$ cat src/rtl/dmem_lane_ctrl_if.sv
// dmem_lane_ctrl_if: datapath load/store request side plus word-memory req/ack side.
// slave is the controller's view; master is the view of whoever drives requests and models memory.
interface dmem_lane_ctrl_if;
    logic        memreq;
    logic        memw;
    logic [3:0]  byteenable;
    logic        signedld;
    logic [31:0] adr;
    logic [31:0] writedata;
    logic [31:0] readdata;
    logic        memdone;
    logic        membusy;
    logic        memfault;
    logic        mem_req;
    logic        mem_we;
    logic [31:0] mem_addr;
    logic [31:0] mem_wdata;
    logic [31:0] mem_rdata;
    logic        mem_ack;
    modport slave (
        input  memreq, memw, byteenable, signedld, adr, writedata, mem_rdata, mem_ack,
        output readdata, memdone, membusy, memfault, mem_req, mem_we, mem_addr, mem_wdata
    );
    modport master (
        output memreq, memw, byteenable, signedld, adr, writedata, mem_rdata, mem_ack,
        input  readdata, memdone, membusy, memfault, mem_req, mem_we, mem_addr, mem_wdata
    );
endinterface

$ cat src/rtl/dmem_lane_ctrl.sv
// dmem_lane_ctrl: load/store lane steering, load extension and byte/half read-modify-write
// in front of a word-only memory, with misalignment and ack-timeout faults.
module dmem_lane_ctrl #(
    parameter int TIMEOUT = 255
) (
    input logic            clk,
    input logic            reset,
    dmem_lane_ctrl_if.slave bus
);
    typedef enum logic [2:0] {IDLE, READ, WRITE, DONE, FAULT} state_t;
    state_t      state, state_n;
    logic [31:0] adr_q, wdata_q, old_q;
    logic [3:0]  be_q;
    logic        memw_q, sgn_q;
    logic [15:0] cnt;
    logic        accept, bad, tout;
    logic [3:0]  be_sh;
    logic [31:0] m, wsh, sh_b, sh_h, ext;
    assign accept = state == IDLE && bus.memreq;
    assign bad = !(bus.byteenable == 4'b0001 || bus.byteenable == 4'b0011 || bus.byteenable == 4'b1111)
               || (bus.byteenable == 4'b0011 && bus.adr[0])
               || (bus.byteenable == 4'b1111 && bus.adr[1:0] != 2'b00);
    assign tout = !bus.mem_ack && cnt == 16'(TIMEOUT - 1);
    always_comb begin
        state_n = state;
        case (state)
            IDLE:  state_n = !bus.memreq ? IDLE : bad ? FAULT
                           : (bus.memw && bus.byteenable == 4'b1111) ? WRITE : READ;
            READ:  state_n = bus.mem_ack ? (memw_q ? WRITE : DONE) : tout ? FAULT : READ;
            WRITE: state_n = bus.mem_ack ? DONE : tout ? FAULT : WRITE;
            default: state_n = IDLE;
        endcase
    end
    // Store merge: shift the right-justified data into its lanes and keep the rest of the old word
    assign be_sh = be_q << adr_q[1:0];
    assign m     = {{8{be_sh[3]}}, {8{be_sh[2]}}, {8{be_sh[1]}}, {8{be_sh[0]}}};
    assign wsh   = wdata_q << {adr_q[1:0], 3'b000};
    assign sh_b  = bus.mem_rdata >> {adr_q[1:0], 3'b000};
    assign sh_h  = bus.mem_rdata >> {adr_q[1], 4'b0000};
    assign ext   = be_q == 4'b1111 ? bus.mem_rdata
                 : be_q == 4'b0011 ? {{16{sgn_q & sh_h[15]}}, sh_h[15:0]}
                 : {{24{sgn_q & sh_b[7]}}, sh_b[7:0]};
    assign bus.mem_req   = state == READ || state == WRITE;
    assign bus.mem_we    = state == WRITE;
    assign bus.mem_addr  = {adr_q[31:2], 2'b00};
    assign bus.mem_wdata = be_q == 4'b1111 ? wdata_q : (old_q & ~m) | (wsh & m);
    assign bus.memdone   = state == DONE || state == FAULT;
    assign bus.memfault  = state == FAULT;
    assign bus.membusy   = state != IDLE;
    always_ff @(posedge clk or posedge reset) begin
        if (reset) begin
            state        <= IDLE;
            adr_q        <= '0;
            wdata_q      <= '0;
            old_q        <= '0;
            be_q         <= '0;
            memw_q       <= 1'b0;
            sgn_q        <= 1'b0;
            cnt          <= '0;
            bus.readdata <= '0;
        end else begin
            state <= state_n;
            cnt   <= (bus.mem_req && !bus.mem_ack) ? cnt + 16'd1 : '0;
            if (accept) begin
                adr_q   <= bus.adr;
                wdata_q <= bus.writedata;
                be_q    <= bus.byteenable;
                memw_q  <= bus.memw;
                sgn_q   <= bus.signedld;
            end
            if (state == READ && bus.mem_ack) begin
                old_q <= bus.mem_rdata;
                if (!memw_q) bus.readdata <= ext;
            end
        end
    end
endmodule

$ cat src/flat_wrapper.sv
// flat-port wrapper written by rule: the top's interface ports become plain ports
module dmem_lane_ctrl_flat 
#(
    parameter int TIMEOUT = 255
)
  (clk, reset, bus_memreq, bus_memw, bus_byteenable, bus_signedld, bus_adr, bus_writedata, bus_mem_rdata, bus_mem_ack, bus_readdata, bus_memdone, bus_membusy, bus_memfault, bus_mem_req, bus_mem_we, bus_mem_addr, bus_mem_wdata);
  dmem_lane_ctrl_if bus_i ();
  input logic clk;
  input logic reset;
  input wire logic [$bits(bus_i.memreq)-1:0] bus_memreq;
  input wire logic [$bits(bus_i.memw)-1:0] bus_memw;
  input wire logic [$bits(bus_i.byteenable)-1:0] bus_byteenable;
  input wire logic [$bits(bus_i.signedld)-1:0] bus_signedld;
  input wire logic [$bits(bus_i.adr)-1:0] bus_adr;
  input wire logic [$bits(bus_i.writedata)-1:0] bus_writedata;
  input wire logic [$bits(bus_i.mem_rdata)-1:0] bus_mem_rdata;
  input wire logic [$bits(bus_i.mem_ack)-1:0] bus_mem_ack;
  output wire logic [$bits(bus_i.readdata)-1:0] bus_readdata;
  output wire logic [$bits(bus_i.memdone)-1:0] bus_memdone;
  output wire logic [$bits(bus_i.membusy)-1:0] bus_membusy;
  output wire logic [$bits(bus_i.memfault)-1:0] bus_memfault;
  output wire logic [$bits(bus_i.mem_req)-1:0] bus_mem_req;
  output wire logic [$bits(bus_i.mem_we)-1:0] bus_mem_we;
  output wire logic [$bits(bus_i.mem_addr)-1:0] bus_mem_addr;
  output wire logic [$bits(bus_i.mem_wdata)-1:0] bus_mem_wdata;
  assign bus_i.memreq = bus_memreq;
  assign bus_i.memw = bus_memw;
  assign bus_i.byteenable = bus_byteenable;
  assign bus_i.signedld = bus_signedld;
  assign bus_i.adr = bus_adr;
  assign bus_i.writedata = bus_writedata;
  assign bus_i.mem_rdata = bus_mem_rdata;
  assign bus_i.mem_ack = bus_mem_ack;
  assign bus_readdata = bus_i.readdata;
  assign bus_memdone = bus_i.memdone;
  assign bus_membusy = bus_i.membusy;
  assign bus_memfault = bus_i.memfault;
  assign bus_mem_req = bus_i.mem_req;
  assign bus_mem_we = bus_i.mem_we;
  assign bus_mem_addr = bus_i.mem_addr;
  assign bus_mem_wdata = bus_i.mem_wdata;
  dmem_lane_ctrl #(.TIMEOUT(TIMEOUT)) u_core (.clk(clk), .reset(reset), .bus(bus_i));
endmodule
$ cat config.mk
export PLATFORM = sky130hd
export DESIGN_NAME = dmem_lane_ctrl_flat
export DESIGN_NICKNAME = d
export VERILOG_FILES = /design/src/rtl/dmem_lane_ctrl_if.sv /design/src/rtl/dmem_lane_ctrl.sv /design/src/flat_wrapper.sv
export SDC_FILE = /design/constraint.sdc
export NUM_CORES = 1
export LEC_CHECK = 0
export ABC_AREA = 1
export BUFFER_PORTS_ARGS = -buffer_cell sky130_fd_sc_hd__buf_2
export CAP_MARGIN = 20
export CORE_MARGIN = 8
export CORE_UTILIZATION = 40
export CTS_CLUSTER_DIAMETER = 150
export DETAILED_ROUTE_END_ITERATION = 8
export PLACE_DENSITY_LB_ADDON = 0.2
export REMOVE_ABC_BUFFERS = 1
export SYNTH_ARGS = -nofsm -noshare
export SYNTH_HDL_FRONTEND = slang
export SYNTH_SLANG_ARGS = --single-unit
$ cat constraint.sdc
create_clock -name clk -period 9 [get_ports clk]
set_input_delay 1.35 -clock clk [delete_from_list [all_inputs] [get_ports clk]]
set_output_delay 1.35 -clock clk [all_outputs]
set_load 0.01 [all_outputs]
; Yosys cells after proc, flatten, opt, wreduce, memory -nomap -nowiden
; Cells that the tools add are included.
[word_totals]
register_bits = 153
in_bits = 106
output_inout_bits = 101
wordCells = 63
[op_classes]
addsub = 1
eq_ne = 10
shift = 4
mux = 13
bitwise_logic = 7
reduce_logical = 19
[op_table]
columns = cell, n
row1 = 32-bit two-way mux, 3
row2 = 32-bit bitwise AND, 2
row3 = 32-bit NOT, 1
row4 = 32-bit bitwise OR, 1
row5 = 32-bit by 5-bit << shifter with 32-bit output, 1
row6 = 32-bit by 5-bit >> shifter with 16-bit output, 1
row7 = 32-bit by 5-bit >> shifter with 8-bit output, 1
row8 = 3-bit two-way mux, 6
row9 = 16-bit by 1-bit adder with 16-bit output (second input constant), 1
row10 = 16-bit by 8-bit equality test with 1-bit output (second input constant), 1
row11 = 16-bit two-way mux, 1
row12 = 3-bit case mux with 3 select lines, 1
row13 = 4-bit by 2-bit equality test with 1-bit output (second input constant), 2
row14 = 4-bit equality test (second input constant), 2
row15 = 1-bit logical AND, 7
row16 = 3-bit by 2-bit equality test with 1-bit output (second input constant), 2
row17 = 1-bit logical OR, 6
row18 = 4-bit by 1-bit equality test with 1-bit output (second input constant), 1
row19 = 4-bit by 2-bit << shifter with 4-bit output, 1
row20 = 3-bit by 1-bit equality test with 1-bit output (second input constant), 1
row21 = 3-bit equality test (second input constant), 1
row22 = 3-bit logical NOT, 1
row23 = 3-bit nonzero test, 1
row24 = 1-bit bitwise AND, 2
row25 = other kinds (6), 7

; Depth between registers and ports, before layout
[depth]
depth_word = 9
depth_mapped = 9

; Worst setup path after synthesis
; Ideal clock, no wire load.
[synth_timing]
kind = reg2out
startpoint = register u_core.adr_q[0]
endpoint = output port bus_mem_wdata[18]
arrival_ps = 1334
path_slack_ps = 6316
stages_incl_launch_ff = 9
n_path_buf = 3
cell_sequence = dfrtp_1 > buf_6 > inv_2 > buf_6 > nand3_1 > nand2_2 > buf_6 > o21ai_0 > o21ai_0
[synth_via]
elab_chain_len = 5
elab_cells_between_ends = 7
[synth_lines]
columns = item, line_no
row1 = start: declaration, dmem_lane_ctrl.sv:12  ; logic [31:0] adr_q, wdata_q, old_q;
row2 = start signal: assignment, dmem_lane_ctrl.sv:65  ; adr_q <= bus.adr;
row3 = branches (longest 3 deep; another with 32-bit by 5-bit << shifter with 32-bit output), -
row4 = 32-bit bitwise OR *, dmem_lane_ctrl.sv:46  ; assign bus.mem_wdata = be_q == 4'b1111 ? wdata_q : (old_q & ~m) | (wsh & m);
row5 = 32-bit two-way mux *, dmem_lane_ctrl.sv:46
row6 = end: declaration, flat_wrapper.sv:25  ; output wire logic [$bits(bus_i.mem_wdata)-1:0] bus_mem_wdata;
; Mark *: on every way between the ends.

; Worst setup path in the final report
[layout_timing]
startpoint = register u_core.adr_q[1]
endpoint = output port bus_mem_wdata[31]
; The elaborated chain is that of the path after synthesis.

==> results_dict.tcl <==
set metrics [dict create \
    outcome "completed" \
    arrival_ps 3500 \
    yosys-top-cells-area "dfrtp_1, nand2_1, inv_1, o21ai_0, nand3_1" \
    cts_tree "built" \
    finClkSkew_ps 9.78 \
    synth-edff-count 0 \
    start_util 0.404 \
    rrSetupSlack_ps 6170 \
    die_area_um2 25900 \
    yosysTopAreaCell "dfrtp_1" \
    postCtsSetupRepairBufs 0 \
    hpwl_um 16700 \
    fmax_ghz 0.206 \
    cp_max_fo 51 \
    ys.warnings.count 0 \
    synth_top_cell_area_share 0.456 \
    nets 1373 \
    p_switching_mw 1.58 \
    p_int_mw 2.01 \
    final_max_slew_viol_count 0 \
    post_cts_resized 0 \
    worst_pin_slew_ps 939 \
    worst_setup_path_start_kind "register" \
    comb_power_share 0.461 \
    seqPwrFrac 0.342 \
    swShare 0.441 \
    synth_top_family_by_area "simple AND/OR/NAND/NOR gates" \
    ant_nets 0 \
    grt_pass1_wl_um 38900 \
    fin_ws_ps 4150 \
    slew_headroom 0.374 \
    setup_viol 0 \
    timing_hold_violations_final 0 \
    multiInputGateArea_um2 3580 \
    hold_class "reg2reg" \
    wire_per_inst_um 15.5 \
    ir_drop_uv 190 \
    period_share 0.539 \
    post-route-cell-area_um2 9810 \
    clk_latency_ps 430 \
    pwr-share-clk 0.198 \
    synth-xor-area-share 0.00730 \
    grt_pass1_vias 7318 \
    rows 53 \
    syn_inst 1125 \
    synth_most_common_cell "nand2_1" \
    routed_wl_um 24100 \
    crit_type "reg2out" \
    core_area_um2 20800 \
    cts_root_buf "clkbuf_16" \
    ys_async_sr_fraction 1.00 \
    overflow 0 \
    synth_compound_area_frac 0.120 \
    max-clock-path-buffers 2 \
    cap_violations 0 \
    synth-seq-area-share 0.456 \
    synthSimpleGateAreaFrac 0.283 \
    muxShareOfSynthArea 0.0107 \
    die_h_um 161 \
    ios 207 \
    grt_max_degree 81 \
    ff_latch_area_um2 3830 \
    die_w_um 161 \
    vias 7519 \
    setup_tns_ps 0 \
    worstPathRequired_ps 7650 \
    placed_cell_area_um2 9200 \
    synth_seq_cells 153 \
    n_antenna_cell 0 \
    cts_buffers 17 \
    end_kind "output port" \
    synth_fa_ha_area_frac 0.00298 \
    area_growth_pct 16.8 \
    place_congestion 0.799 \
    syn_avg_cell_area_um2 7.47 \
    post-place-ws_ps 4630 \
    fin_crit_ps 4850 \
    clkSinkCount 153 \
    rsz0062_at_grt "no" \
    drc_errors 0 \
    antenna_found_initial 0 \
    drt_iter0_drc 561 \
    via_per_inst 4.84 \
    port_buffers 204 \
    synth_ff_type "dfrtp_1" \
    ctsHoldBuffers 0 \
    synth_area_um2 8400 \
    fill_cells 2151 \
    htreeDepth 4 \
    track_usage 0.186 \
    synth_common_cells "nand2_1, dfrtp_1, inv_1, nor2_1, o21ai_0" \
    power_density_nw_per_um2 365 \
    clkSlewWorstSetupHoldPaths_ps 60 \
    p_leak_nw 5.28 \
    drive_gt1_frac 0.221 \
    drt_pass1_iterations 5 \
    ys_types 36 \
]
## stage by stage
| step | instances | utilization | total power, mW | hold slack [ps] |
|---|---|---|---|---|
| 3_5_place_dp | 1520 | 0.442 | 2.90 | 460 |
| 2_1_floorplan | 1035 | - | 2.22 | 453 |
| 5_1_grt | 1553 | 0.471 | 3.90 | 498 |
| 6_report | 1553 | 0.471 | 3.59 | 474 |
| 4_1_cts | 1552 | 0.470 | 3.63 | 479 |
| 3_3_place_gp | 1520 | 0.442 | 2.88 | 458 |
## layout by cell type (no fill, tap or decap), types with 16 or more instances in the layout
| master | Yosys | layout |
|---|---|---|
| nand2_1 | 430 | 429 |
| buf_2 | 28 | 204 |
| dfrtp_1 | 153 | 151 |
| inv_1 | 94 | 93 |
| nor2_1 | 70 | 70 |
| o21ai_0 | 68 | 68 |
| nand3_1 | 63 | 62 |
| a21oi_1 | 45 | 45 |
| o21ai_1 | 21 | 21 |
| clkbuf_16 | 0 | 17 |
| o211ai_1 | 16 | 16 |
## critical path: stages, from the launching register on
cell and delay (ps):
dfrtp_2 990, inv_1 640, o21ai_2 680, inv_1 260
nand2_1 120, nand3_1 70, nand2_1 150, buf_2 150
## layer usage
| metal | global-route usage | share of wire | wire (um) | vias to the layer above |
|---|---|---|---|---|
| met1 | 0.251 | 0.46 | 11000 | 3465 |
| met5 | 0 | 0 | 0 | - |
| li1 | - | - | - | 3799 |
| met4 | 0.0476 | 0.011 | 269 | 0 |
| met3 | 0.0507 | 0.067 | 1620 | 21 |
| met2 | 0.289 | 0.46 | 11200 | 234 |
## area by class of cell
type / instances / share of cell area
timing repair buffer: 211 / 0.111
clock inverter: 8 / 0.00854
tap: 275 / 0.0351
clock buffer: 24 / 0.0511
inverter: 100 / 0.0389
multi-input combinational: 782 / 0.365
sequential: 153 / 0.390
## state kept, by name (all words and copies together), names as in the netlist
name and flops:
u_core.be_q 4, u_core.sgn_q 1, u_core.memw_q 1, u_core.wdata_q 32
u_core.adr_q 32, u_core.state 3, u_core.bus.readdata 32, u_core.cnt 16
u_core.old_q 32
## logic make-up (layout without fill, tap and decap cells)
logic type,Yosys count,in the layout
other,1,2
xor gates and xnor gates,7,7
muxes,8,8
DFF,153,153
buffers and inverters,191,343
and+or+nand+nor,591,591
AOI/OAI and AO/OA,172,172
adders and majority gates,2,2
## power by group through the flow
| stage | sequential (mW) | clock (mW) | combinational, mW |
|---|---|---|---|
| 6_report | 1.23 | 0.710 | 1.65 |
| 5_1_grt | 1.27 | 0.756 | 1.88 |
| 4_1_cts | 1.22 | 0.728 | 1.67 |
| 3_5_place_dp | 1.23 | 0 | 1.67 |
| 3_3_place_gp | 1.23 | 0 | 1.65 |
| 2_1_floorplan | 1.23 | 0 | 0.985 |
## final timing paths
kind,end,cells after the start,from
setup / recovery,bus_mem_wdata[31],7,u_core.adr_q[1]$_DFFE_PP0P_
hold / removal,u_core.adr_q[6]$_DFFE_PP0P_,2,u_core.adr_q[6]$_DFFE_PP0P_
setup reg to reg,u_core.bus.readdata[29]$_DFFE_PP0P_,7,u_core.adr_q[1]$_DFFE_PP0P_
hold reg to reg,u_core.adr_q[6]$_DFFE_PP0P_,2,u_core.adr_q[6]$_DFFE_PP0P_
max in group asynchronous,u_core.adr_q[0]$_DFFE_PP0P_,4,reset
min in group asynchronous,u_core.adr_q[23]$_DFFE_PP0P_,2,reset
(Power assumes the default switching activity.)
